**src/rtl/apb_cmd_queue_if.sv**
```systemverilog
// Command/engine/response signal bundle for apb_cmd_queue.
// slave: the queue's view. master: the view of whatever drives commands,
// plays the transaction engine and consumes responses.
interface apb_cmd_queue_if;
  localparam int unsigned DW = 8;
  localparam int unsigned CW = 5;

  logic          cmd_valid;
  logic          cmd_ready;
  logic          cmd_write;
  logic [DW-1:0] cmd_addr;
  logic [DW-1:0] cmd_wdata;
  logic          start_write;
  logic          start_read;
  logic [DW-1:0] addr;
  logic [DW-1:0] wdata;
  logic          done;
  logic [DW-1:0] rdata;
  logic          rsp_valid;
  logic          rsp_ready;
  logic [DW-1:0] rsp_data;
  logic [CW-1:0] count;
  logic          busy;
  logic          err_timeout;

  modport slave (
    input  cmd_valid, cmd_write, cmd_addr, cmd_wdata, done, rdata, rsp_ready,
    output cmd_ready, start_write, start_read, addr, wdata, rsp_valid, rsp_data,
           count, busy, err_timeout
  );

  modport master (
    output cmd_valid, cmd_write, cmd_addr, cmd_wdata, done, rdata, rsp_ready,
    input  cmd_ready, start_write, start_read, addr, wdata, rsp_valid, rsp_data,
           count, busy, err_timeout
  );
endinterface

```
**src/rtl/apb_cmd_queue.sv**
```systemverilog
// apb_cmd_queue: DEPTH-entry command FIFO feeding a one-at-a-time APB
// transaction engine. Head entry stays queued until its transaction
// completes; read data is held in a response register until consumed.
// Optional feature: define APB_CMD_TIMEOUT_EN to abandon a transaction
// after TIMEOUT cycles in WAIT and raise a sticky err_timeout.
module apb_cmd_queue #(
  parameter int unsigned DEPTH   = 4,
  parameter int unsigned TIMEOUT = 16
) (
  input  logic PCLK,
  input  logic PRESET,
  apb_cmd_queue_if.slave bus
);

  localparam int unsigned DW = 8;
  localparam int unsigned CW = 5;
  localparam int unsigned PW = (DEPTH > 1) ? $clog2(DEPTH) : 1;

  typedef struct packed {
    logic          write;
    logic [DW-1:0] addr;
    logic [DW-1:0] wdata;
  } cmd_t;

  typedef enum logic [1:0] {IDLE, ISSUE, WAIT, RESP} state_t;

  // Reject configurations the pointer/count arithmetic cannot support
  if (DEPTH < 2 || DEPTH > 16 || (DEPTH & (DEPTH - 1)) != 0 || TIMEOUT < 1) begin : g_param_check
    $error("apb_cmd_queue: DEPTH must be a power of 2 in 2..16 and TIMEOUT >= 1");
  end

  cmd_t          mem [DEPTH];
  logic [PW-1:0] wr_ptr, rd_ptr;
  logic [CW-1:0] count_q;
  cmd_t          head;
  logic          push, pop;

  state_t        state, state_d;
  logic          start_write_q, start_write_d;
  logic          start_read_q, start_read_d;
  logic [DW-1:0] addr_q, addr_d;
  logic [DW-1:0] wdata_q, wdata_d;
  logic          rsp_valid_q, rsp_valid_d;
  logic [DW-1:0] rsp_data_q, rsp_data_d;
  logic          busy_q, busy_d;

`ifdef APB_CMD_TIMEOUT_EN
  localparam int unsigned TW = $clog2(TIMEOUT + 1);
  logic [TW-1:0] tmo_q, tmo_d;
  logic          err_q, err_d;
`endif

  assign bus.cmd_ready = (count_q != CW'(DEPTH));
  assign push          = bus.cmd_valid && bus.cmd_ready;
  assign head          = mem[rd_ptr];

  // Queue storage; the slot at wr_ptr is never the in-flight head
  always_ff @(posedge PCLK) begin
    if (push) begin
      mem[wr_ptr] <= '{write: bus.cmd_write, addr: bus.cmd_addr, wdata: bus.cmd_wdata};
    end
  end

  // Pointers and occupancy (count includes the entry in flight)
  always_ff @(posedge PCLK) begin
    if (PRESET) begin
      wr_ptr  <= '0;
      rd_ptr  <= '0;
      count_q <= '0;
    end else begin
      if (push) wr_ptr <= wr_ptr + PW'(1);
      if (pop)  rd_ptr <= rd_ptr + PW'(1);
      if (push && !pop)      count_q <= count_q + CW'(1);
      else if (!push && pop) count_q <= count_q - CW'(1);
    end
  end

  // FSM state and registered outputs
  always_ff @(posedge PCLK) begin
    if (PRESET) begin
      state         <= IDLE;
      start_write_q <= 1'b0;
      start_read_q  <= 1'b0;
      addr_q        <= '0;
      wdata_q       <= '0;
      rsp_valid_q   <= 1'b0;
      rsp_data_q    <= '0;
      busy_q        <= 1'b0;
`ifdef APB_CMD_TIMEOUT_EN
      tmo_q         <= '0;
      err_q         <= 1'b0;
`endif
    end else begin
      state         <= state_d;
      start_write_q <= start_write_d;
      start_read_q  <= start_read_d;
      addr_q        <= addr_d;
      wdata_q       <= wdata_d;
      rsp_valid_q   <= rsp_valid_d;
      rsp_data_q    <= rsp_data_d;
      busy_q        <= busy_d;
`ifdef APB_CMD_TIMEOUT_EN
      tmo_q         <= tmo_d;
      err_q         <= err_d;
`endif
    end
  end

  // Next state, next output values and the pop decision
  always_comb begin
    state_d       = state;
    start_write_d = 1'b0;
    start_read_d  = 1'b0;
    addr_d        = addr_q;
    wdata_d       = wdata_q;
    rsp_valid_d   = rsp_valid_q;
    rsp_data_d    = rsp_data_q;
    pop           = 1'b0;
`ifdef APB_CMD_TIMEOUT_EN
    tmo_d         = tmo_q;
    err_d         = err_q;
`endif

    case (state)
      IDLE: begin
        addr_d  = '0;
        wdata_d = '0;
        if (count_q != '0) begin
          state_d       = ISSUE;
          start_write_d = head.write;
          start_read_d  = !head.write;
          addr_d        = head.addr;
          wdata_d       = head.write ? head.wdata : '0;
        end
      end
      ISSUE: begin
        state_d = WAIT;
`ifdef APB_CMD_TIMEOUT_EN
        tmo_d   = '0;
`endif
      end
      WAIT: begin
        if (bus.done) begin
          pop     = 1'b1;
          addr_d  = '0;
          wdata_d = '0;
          if (head.write) begin
            state_d = IDLE;
          end else begin
            state_d     = RESP;
            rsp_valid_d = 1'b1;
            rsp_data_d  = bus.rdata;
          end
        end
`ifdef APB_CMD_TIMEOUT_EN
        else if (tmo_q == TW'(TIMEOUT - 1)) begin
          // Abandon the transaction: drop the entry, no response
          pop     = 1'b1;
          addr_d  = '0;
          wdata_d = '0;
          err_d   = 1'b1;
          state_d = IDLE;
        end else begin
          tmo_d = tmo_q + TW'(1);
        end
`endif
      end
      RESP: begin
        if (bus.rsp_ready) begin
          state_d     = IDLE;
          rsp_valid_d = 1'b0;
          rsp_data_d  = '0;
        end
      end
      default: state_d = IDLE;
    endcase

    busy_d = (state_d != IDLE);
  end

  assign bus.start_write = start_write_q;
  assign bus.start_read  = start_read_q;
  assign bus.addr        = addr_q;
  assign bus.wdata       = wdata_q;
  assign bus.rsp_valid   = rsp_valid_q;
  assign bus.rsp_data    = rsp_data_q;
  assign bus.count       = count_q;
  assign bus.busy        = busy_q;
`ifdef APB_CMD_TIMEOUT_EN
  assign bus.err_timeout = err_q;
`else
  assign bus.err_timeout = 1'b0;
`endif

endmodule

```
**src/flat_wrapper.sv**
```systemverilog
// flat-port wrapper written by rule: the top's interface ports become plain ports
module apb_cmd_queue_flat 
#(
  parameter int unsigned DEPTH   = 4,
  parameter int unsigned TIMEOUT = 16
)
  (PCLK, PRESET, bus_cmd_valid, bus_cmd_write, bus_cmd_addr, bus_cmd_wdata, bus_done, bus_rdata, bus_rsp_ready, bus_cmd_ready, bus_start_write, bus_start_read, bus_addr, bus_wdata, bus_rsp_valid, bus_rsp_data, bus_count, bus_busy, bus_err_timeout);
  apb_cmd_queue_if bus_i ();
  input  logic PCLK;
  input  logic PRESET;
  input wire logic [$bits(bus_i.cmd_valid)-1:0] bus_cmd_valid;
  input wire logic [$bits(bus_i.cmd_write)-1:0] bus_cmd_write;
  input wire logic [$bits(bus_i.cmd_addr)-1:0] bus_cmd_addr;
  input wire logic [$bits(bus_i.cmd_wdata)-1:0] bus_cmd_wdata;
  input wire logic [$bits(bus_i.done)-1:0] bus_done;
  input wire logic [$bits(bus_i.rdata)-1:0] bus_rdata;
  input wire logic [$bits(bus_i.rsp_ready)-1:0] bus_rsp_ready;
  output wire logic [$bits(bus_i.cmd_ready)-1:0] bus_cmd_ready;
  output wire logic [$bits(bus_i.start_write)-1:0] bus_start_write;
  output wire logic [$bits(bus_i.start_read)-1:0] bus_start_read;
  output wire logic [$bits(bus_i.addr)-1:0] bus_addr;
  output wire logic [$bits(bus_i.wdata)-1:0] bus_wdata;
  output wire logic [$bits(bus_i.rsp_valid)-1:0] bus_rsp_valid;
  output wire logic [$bits(bus_i.rsp_data)-1:0] bus_rsp_data;
  output wire logic [$bits(bus_i.count)-1:0] bus_count;
  output wire logic [$bits(bus_i.busy)-1:0] bus_busy;
  output wire logic [$bits(bus_i.err_timeout)-1:0] bus_err_timeout;
  assign bus_i.cmd_valid = bus_cmd_valid;
  assign bus_i.cmd_write = bus_cmd_write;
  assign bus_i.cmd_addr = bus_cmd_addr;
  assign bus_i.cmd_wdata = bus_cmd_wdata;
  assign bus_i.done = bus_done;
  assign bus_i.rdata = bus_rdata;
  assign bus_i.rsp_ready = bus_rsp_ready;
  assign bus_cmd_ready = bus_i.cmd_ready;
  assign bus_start_write = bus_i.start_write;
  assign bus_start_read = bus_i.start_read;
  assign bus_addr = bus_i.addr;
  assign bus_wdata = bus_i.wdata;
  assign bus_rsp_valid = bus_i.rsp_valid;
  assign bus_rsp_data = bus_i.rsp_data;
  assign bus_count = bus_i.count;
  assign bus_busy = bus_i.busy;
  assign bus_err_timeout = bus_i.err_timeout;
  apb_cmd_queue #(.DEPTH(DEPTH), .TIMEOUT(TIMEOUT)) u_core (.PCLK(PCLK), .PRESET(PRESET), .bus(bus_i));
endmodule
```
**config.mk**
```make
export PLATFORM = sky130hd
export DESIGN_NAME = apb_cmd_queue_flat
export DESIGN_NICKNAME = d
export VERILOG_FILES = /design/src/rtl/apb_cmd_queue_if.sv /design/src/rtl/apb_cmd_queue.sv /design/src/flat_wrapper.sv
export SDC_FILE = /design/constraint.sdc
export NUM_CORES = 1
export LEC_CHECK = 0
export CAP_MARGIN = 40
export CORE_MARGIN = 10
export CORE_UTILIZATION = 53
export CTS_CLUSTER_DIAMETER = 50
export CTS_CLUSTER_SIZE = 30
export DETAILED_ROUTE_END_ITERATION = 8
export PLACE_DENSITY = 0.82
export SLEW_MARGIN = 40
export SYNTH_ARGS = -nofsm -noshare
export SYNTH_HDL_FRONTEND = slang
export SYNTH_SLANG_ARGS = --single-unit
```
**constraint.sdc**
```tcl
create_clock -name PCLK -period 3.25 [get_ports PCLK]
set_clock_uncertainty 0.05 [all_clocks]
set_input_delay 0.4875 -clock PCLK [delete_from_list [all_inputs] [get_ports PCLK]]
set_output_delay 0.4875 -clock PCLK [all_outputs]
set_load 0.02 [all_outputs]
```
==> impl_results.md, run 1 <==
- Class of the tightest hold or removal check: reg -> reg
- CTS tree: built
- Filler-free cell count of the finished design: 437
- Number of buffer and inverter instances along the worst setup path: 1
- Die X: 108 um
- IR Drop Worst-Case VDD: 433 uV
- Post-Synthesis Cell Area: 4130 um2
- Type of origin of the critical path: flop
- Effective utilization at floorplan: 54.1%
- Number of enable-type register cells in the synthesized netlist: 68
- Worst-Skew Late Latency: 0.36 ns
- Synth cell types: 39
- Power share of the sequential group: 50.1%
- Root Buffer: sky130_fd_sc_hd__clkbuf_8
- Post-CTS repair timing setup buffer count: 0
- Port Buffer Count: 63
- Required arrival time at the worst endpoint: 3.47 ns
- Flip-flop and latch count after synthesis: 109
- Element type at the critical path end: flop
- Top_reg_cell synth: sky130_fd_sc_hd__edfxtp_1
- Number of antenna diodes: 0
- Clk network pwr share: 20.7%
- List of cells traversed by the critical path: nor4_2 > a21boi_1 > ha_1 > inv_1 > ha_1 > a21oi_1 > a211oi_1 > a31oi_1 > mux2_2
- Post-detailed-route wirelength per cell: 17.8 um
- Highest Signal Layer: met4
- Leakage: 0.00181 uW
- Net switching power: 1160 uW
- Post-Syn Area per Cell: 16.0 um2
- Number of buffers created by CTS: 9
- Total nets after synthesis: 298
- Slowest cell delay on critical path: 0.43 ns
- Share of synthesized registers carrying an async set or reset: 0%
- Most common cell in the netlist: sky130_fd_sc_hd__edfxtp_1
- Setup slack of the critical path after layout: 0.584 ns
- Total track usage: 13.6%
- Total core area: 7650 um2
- DRT met1 WL: 3.29 mm
- Row count: 32
- Number of antenna violations at the first check in global routing: 0
- Layout cell share with drive strength beyond 1: 14.0%
- Max-cap violation count: 0
- Bufs on Longest Clock Path: 2
- Final count of pins violating max slew: 0
- Antenna Nets Post-Route: 0
- Core occupancy in the finished layout: 66.4%
- Sequential fraction of the synthesis area: 69.2%
- Detailed route wirelength on metal2: 3.87 mm
- Clock period minus worst slack: 2.67 ns
- Timing-limited maximum frequency: 0.375 GHz
- Die Outline Area: 11,700 um2
- Count of pins on the block boundary: 65
- Pre-CTS setup slack: 0.317 ns
- Cell Int Power: 2500 uW
- # DRC: 0
- CP dominant cell by count: sky130_fd_sc_hd__ha_1
- Routability Congestion: 0.685
- Via count of the first global-routing pass: 2,470
- Status: complete, no violations
- Largest net degree at the start of global routing: 20
- Worst setup path category: reg -> reg
- Crit path DAT: 2.88 ns
- Share of the cycle needed by the critical path after routing: 82.0%
- Category of cells accounting for the largest share of critical-path delay: compound AO/OA/AOI/OAI gates
- Most common library cells after synthesis: sky130_fd_sc_hd__edfxtp_1, sky130_fd_sc_hd__dfxtp_1, sky130_fd_sc_hd__inv_1, sky130_fd_sc_hd__nor2_1, sky130_fd_sc_hd__mux4_2
- Remaining global-route overflow: 0
- Number of hold violations in the final report: 0
- Max-slew headroom: 64.4%
- Total wirelength of the detailed-routed design: 7.79 mm
- Placed instance count: 421
- Die height: 108 um
- Clock sink count: 109
- Leading post-synthesis cells by cell area: sky130_fd_sc_hd__edfxtp_1, sky130_fd_sc_hd__dfxtp_1, sky130_fd_sc_hd__mux4_2
- Post-CTS resize count: 0
- Number of warnings issued by yosys: 0
- Met3 wire length: 476 um
- Worst slew pin tran: 0.530 ns
- Post-synthesis cell count: 258
- Final nets: 370
- Cell area power density: 721 nW/um2
- Fill cell count: 529
- Unrepaired setup endpoints after global routing: no
- Synth area leader: sky130_fd_sc_hd__edfxtp_1
- Portion of synthesized cell area occupied by the leading cell type: 49.4%
- Number of buffers inserted for hold repair after clock tree synthesis: 0
- P&R area growth vs syn: 22.9%
- Setup TNS Final: 0 ns
- Clock transition time at the flip-flop clock pins of the worst setup and hold paths: 0.10 ns
- Final Cell Area: 5080 um2
- Sum of net half-perimeters after detailed placement: 5.48 mm
- Highest fanout seen on the critical path: 5
- First-pass GRT wire length: 12.2 mm
- Vias post-DR: 2,332
- Depth of the CTS H-tree: 3
- Average via count per standard cell: 5.34
- Gate power share: 29.2%
- Switching portion of total power: 31.8%
- Number of detailed-route iterations in the first pass: 6
- Number of DRC violations after detailed-routing iteration 0: 107
- Cell area reported after detailed placement: 4900 um2
- Critical-path top delay cell: sky130_fd_sc_hd__nor4_2
- Finish-stage setup viols: 0
[state kept, by name, indices dropped and copies added (netlist names), named ones only]
register                count
u_core.bus.addr             8
u_core.bus.busy             1
u_core.state                2
u_core.bus.count            5
u_core.bus.rsp_valid        1
u_core.bus.rsp_data         8
u_core.rd_ptr               2
u_core.bus.start_read       1
u_core.wr_ptr               2
u_core.bus.start_write      1
u_core.bus.wdata            8
u_core.mem                 68
[cells in the final DEF (no fill, tap or decap), drive strengths merged, types with 3 or more instances in the layout]
master and n:
edfxtp 68, clkdlybuf4s50 63, dfxtp 41, inv 28, nor2 19, mux4 17, o2bb2ai 16, ha 9
clkbuf 9, buf 9, a22o 8, a21oi 5, and2 4, nand3b 4, xnor2 4, nand2 3
a31oi 3, nor3 3, clkinv 3
[kinds of logic (layout without fill, tap and decap cells)]
logic type	count (synthesis)	after routing	share of synthesized area [%]
buffers and inverters	35	112	3.60
DFF	109	109	69.2
adders and majority gates	10	10	3.21
and+or+nand+nor	40	40	5.45
AOI/OAI and AO/OA	38	38	7.35
other	1	1	0.0907
muxes	19	19	9.78
xor gates and xnor gates	6	6	1.27
[layer usage]
layer / vias up / GRT usage, %
met3: 11 / 3.63
li1: 1100 / -
met5: - / 0
met1: 1153 / 15.4
met2: 68 / 23.2
met4: 0 / 6.78
[power by group through the flow]
stage | Combinational, uW | Clock (uW) | Sequential, uW
2_1_floorplan | 524 | 0 | 1970
3_3_place_gp | 1040 | 0 | 1850
3_5_place_dp | 1070 | 0 | 1870
4_1_cts | 1080 | 772 | 1840
5_1_grt | 1160 | 823 | 1860
6_report | 1070 | 759 | 1840
[final cells by class]
cell class | instances | area (um2) | share of cell area [%]
Clock inverter | 7 | 56.3 | 1.11
Tap cell | 102 | 128 | 2.51
Timing Repair Buffer | 72 | 698 | 13.7
Inverter | 24 | 90.1 | 1.77
Multi-Input combinational cell | 114 | 1120 | 22.1
Sequential cell | 109 | 2860 | 56.3
Clock buffer | 9 | 124 | 2.44
[path summary, 6_finish.rpt]
path | startpoint | to | slack (ns) | cells after the start
setup / recovery | u_core.bus.count[4]$_SDFFE_PP0P_ | u_core.bus.count[4]$_SDFFE_PP0P_ | 0.58 | 9
hold / removal | u_core.bus.wdata[0]$_SDFFE_PP0P_ | u_core.bus.wdata[0]$_SDFFE_PP0P_ | 0.42 | 1
setup reg to reg | u_core.bus.count[4]$_SDFFE_PP0P_ | u_core.bus.count[4]$_SDFFE_PP0P_ | 0.58 | 9
hold reg to reg | u_core.bus.wdata[0]$_SDFFE_PP0P_ | u_core.bus.wdata[0]$_SDFFE_PP0P_ | 0.42 | 1
[worst register-to-register path, stage by stage (launching register included)]
cell	delay, ns
sky130_fd_sc_hd__dfxtp_1	0.36
sky130_fd_sc_hd__nor4_2	0.43
sky130_fd_sc_hd__a21boi_1	0.16
sky130_fd_sc_hd__ha_1	0.24
sky130_fd_sc_hd__inv_1	0.16
sky130_fd_sc_hd__ha_1	0.30
sky130_fd_sc_hd__a21oi_1	0.20
sky130_fd_sc_hd__a211oi_1	0.11
sky130_fd_sc_hd__a31oi_1	0.20
sky130_fd_sc_hd__mux2_2	0.35
[metrics by stage]
step           power [uW]  hold WS (ns)
2_1_floorplan        2500         0.440
3_3_place_gp         2900         0.393
3_5_place_dp         2940         0.403
4_1_cts              3690         0.424
5_1_grt              3840         0.435
6_report             3660         0.423
Power figures use the tool's default switching activity.
==> inputs of run 2 (changes only) <==
==> constraint.sdc (replaced) <==
create_clock -name PCLK -period 2.7 [get_ports PCLK]
set_clock_uncertainty 0.05 [all_clocks]
set_input_delay 0.405 -clock PCLK [delete_from_list [all_inputs] [get_ports PCLK]]
set_output_delay 0.405 -clock PCLK [all_outputs]
set_load 0.02 [all_outputs]
==> run 2 against run 1 <==
Wire length rose by 0.86%. Global-route usage rose by 0.31 points. Sequential power rose by 20%.
==> impl_results.md, run 2 (same netlist as run 1, synthesis figures left out) <==
- Placed instance count: 424
- Die height: 108 um
- IR Drop Worst-Case VDD: 482 uV
- CTS tree: built
- Number of antenna violations at the first check in global routing: 0
- Layout cell share with drive strength beyond 1: 14.8%
- Most frequent cells in the layout: sky130_fd_sc_hd__edfxtp_1, sky130_fd_sc_hd__clkdlybuf4s50_1, sky130_fd_sc_hd__dfxtp_1
- Die X: 108 um
- First-pass GRT wire length: 12.6 mm
- Effective utilization at floorplan: 54.1%
- Largest net degree at the start of global routing: 21
- # DRC: 0
- Total core area: 7650 um2
- Number of detailed-route iterations in the first pass: 4
- Clock transition time at the flip-flop clock pins of the worst setup and hold paths: 0.10 ns
- Largest reg by FF count: u_core.mem
- Critical-path top delay cell: sky130_fd_sc_hd__dfxtp_1
- Die Outline Area: 11,700 um2
- Number of buffers inserted for hold repair after clock tree synthesis: 0
- Number of antenna diodes: 0
- Max-slew headroom: 61.7%
- Filler-free cell count of the finished design: 440
- Category of cells accounting for the largest share of critical-path delay: compound AO/OA/AOI/OAI gates
- Count of pins on the block boundary: 65
- Setup TNS Final: 0 ns
- Element type at the critical path end: flop
- Highest fanout seen on the critical path: 5
- Total track usage: 13.9%
- Final Total Pwr: 4460 uW
- Type of origin of the critical path: flop
- Final count of pins violating max slew: 0
- CP dominant cell by count: sky130_fd_sc_hd__ha_1
- Average via count per standard cell: 5.22
- Worst-Skew Late Latency: 0.38 ns
- Port Buffer Count: 63
- Via count of the first global-routing pass: 2,477
- Class of the tightest hold or removal check: reg -> reg
- Number of buffer and inverter instances along the worst setup path: 1
- Root Buffer: sky130_fd_sc_hd__clkbuf_8
- Clock sink count: 109
- Unrepaired setup endpoints after global routing: no
- Number of hold violations in the final report: 0
- Post-CTS resize count: 0
- P&R area growth vs syn: 24.5%
- Required arrival time at the worst endpoint: 2.92 ns
- Sum of net half-perimeters after detailed placement: 5.54 mm
- Status: complete, no violations
- Worst setup path category: reg -> reg
- Row count: 32
- Post-CTS repair timing setup buffer count: 0
- Share of the cycle needed by the critical path after routing: 90.5%
- Number of buffers created by CTS: 9
- Antenna Nets Post-Route: 0
- Vias post-DR: 2,298
- Number of DRC violations after detailed-routing iteration 0: 111
- List of cells traversed by the critical path: nor4_2 > a21boi_1 > ha_1 > inv_1 > ha_1 > a21oi_1 > a211oi_1 > a31oi_1 > mux2_2
- Post-detailed-route wirelength per cell: 17.9 um
- Clock period minus worst slack: 2.44 ns
- Routability Congestion: 0.784
- Cell area power density: 867 nW/um2
- Bufs on Longest Clock Path: 2
- Depth of the CTS H-tree: 3
- Total wirelength of the detailed-routed design: 7.85 mm
- Most common cell after layout, fill and taps aside: sky130_fd_sc_hd__edfxtp_1
- Leakage: 0.00182 uW
- Remaining global-route overflow: 0
- Timing-limited maximum frequency: 0.409 GHz
- Worst hold slack across all endpoints: 0.423 ns
- Slowest cell delay on critical path: 0.37 ns
- Worst slew pin tran: 0.571 ns
- Max FFs per register: 68
- Minimum setup slack among reg-to-reg paths: 0.26 ns
- Finish-stage setup viols: 0
- Crit path DAT: 2.66 ns
- Final nets: 373
- Max-cap violation count: 0
-- run 2: changes by cell type in the layout (fill, tap and decap cells not counted) --
cell | previous run | this run
sky130_fd_sc_hd__buf_12 | 0 | 3
sky130_fd_sc_hd__clkinv_2 | 2 | 0
sky130_fd_sc_hd__clkinvlp_4 | 0 | 2
sky130_fd_sc_hd__inv_6 | 3 | 2
sky130_fd_sc_hd__inv_8 | 1 | 2
-- run 2: final cells by class --
cell class	instances	area, um2
flip-flops and latches	109	2860
fillers	504	2500
multi-input cells	114	1120
repair buffers	75	758
well taps	102	128
clock buffers	9	124
inverters	24	90.1
clock inverters	7	63.8
-- run 2: final timing paths --
path | startpoint | endpoint | cells past startpoint
worst min register to register | u_core.bus.addr[4]$_SDFFE_PP0P_ | u_core.bus.addr[4]$_SDFFE_PP0P_ | 1
worst max-delay path | u_core.bus.count[0]$_SDFFE_PP0P_ | u_core.bus.count[4]$_SDFFE_PP0P_ | 9
worst max register to register | u_core.bus.count[0]$_SDFFE_PP0P_ | u_core.bus.count[4]$_SDFFE_PP0P_ | 9
worst min-delay path | u_core.bus.addr[4]$_SDFFE_PP0P_ | u_core.bus.addr[4]$_SDFFE_PP0P_ | 1
-- run 2: where the power goes --
part	total, uW	internal, uW	switching (uW)
Sequential	2210	2060	152
Combinational	1320	640	684
Clock	932	357	576
-- run 2: metal layers --
layer / global-route usage (%) / up-vias / wire length, um
met1: 15.8 / 1127 / 3180
met4: 4.52 / 0 / 87
met3: 4.76 / 6 / 557
met5: 0 / - / 0
li1: - / 1104 / -
met2: 24.0 / 61 / 4030
-- run 2: stage by stage --
| stage | worst slack, ns | util [%] | instance area [um2] |
|---|---|---|---|
| 5_1_grt | 0.0212 | 67.3 | 5150 |
| 3_5_place_dp | -0.0192 | 64.9 | 4960 |
| 4_1_cts | 0.235 | 67.3 | 5150 |
| 2_1_floorplan | 0.134 | - | 4130 |
| 6_report | 0.256 | 67.3 | 5150 |
| 3_3_place_gp | 0.0370 | 64.9 | 4960 |
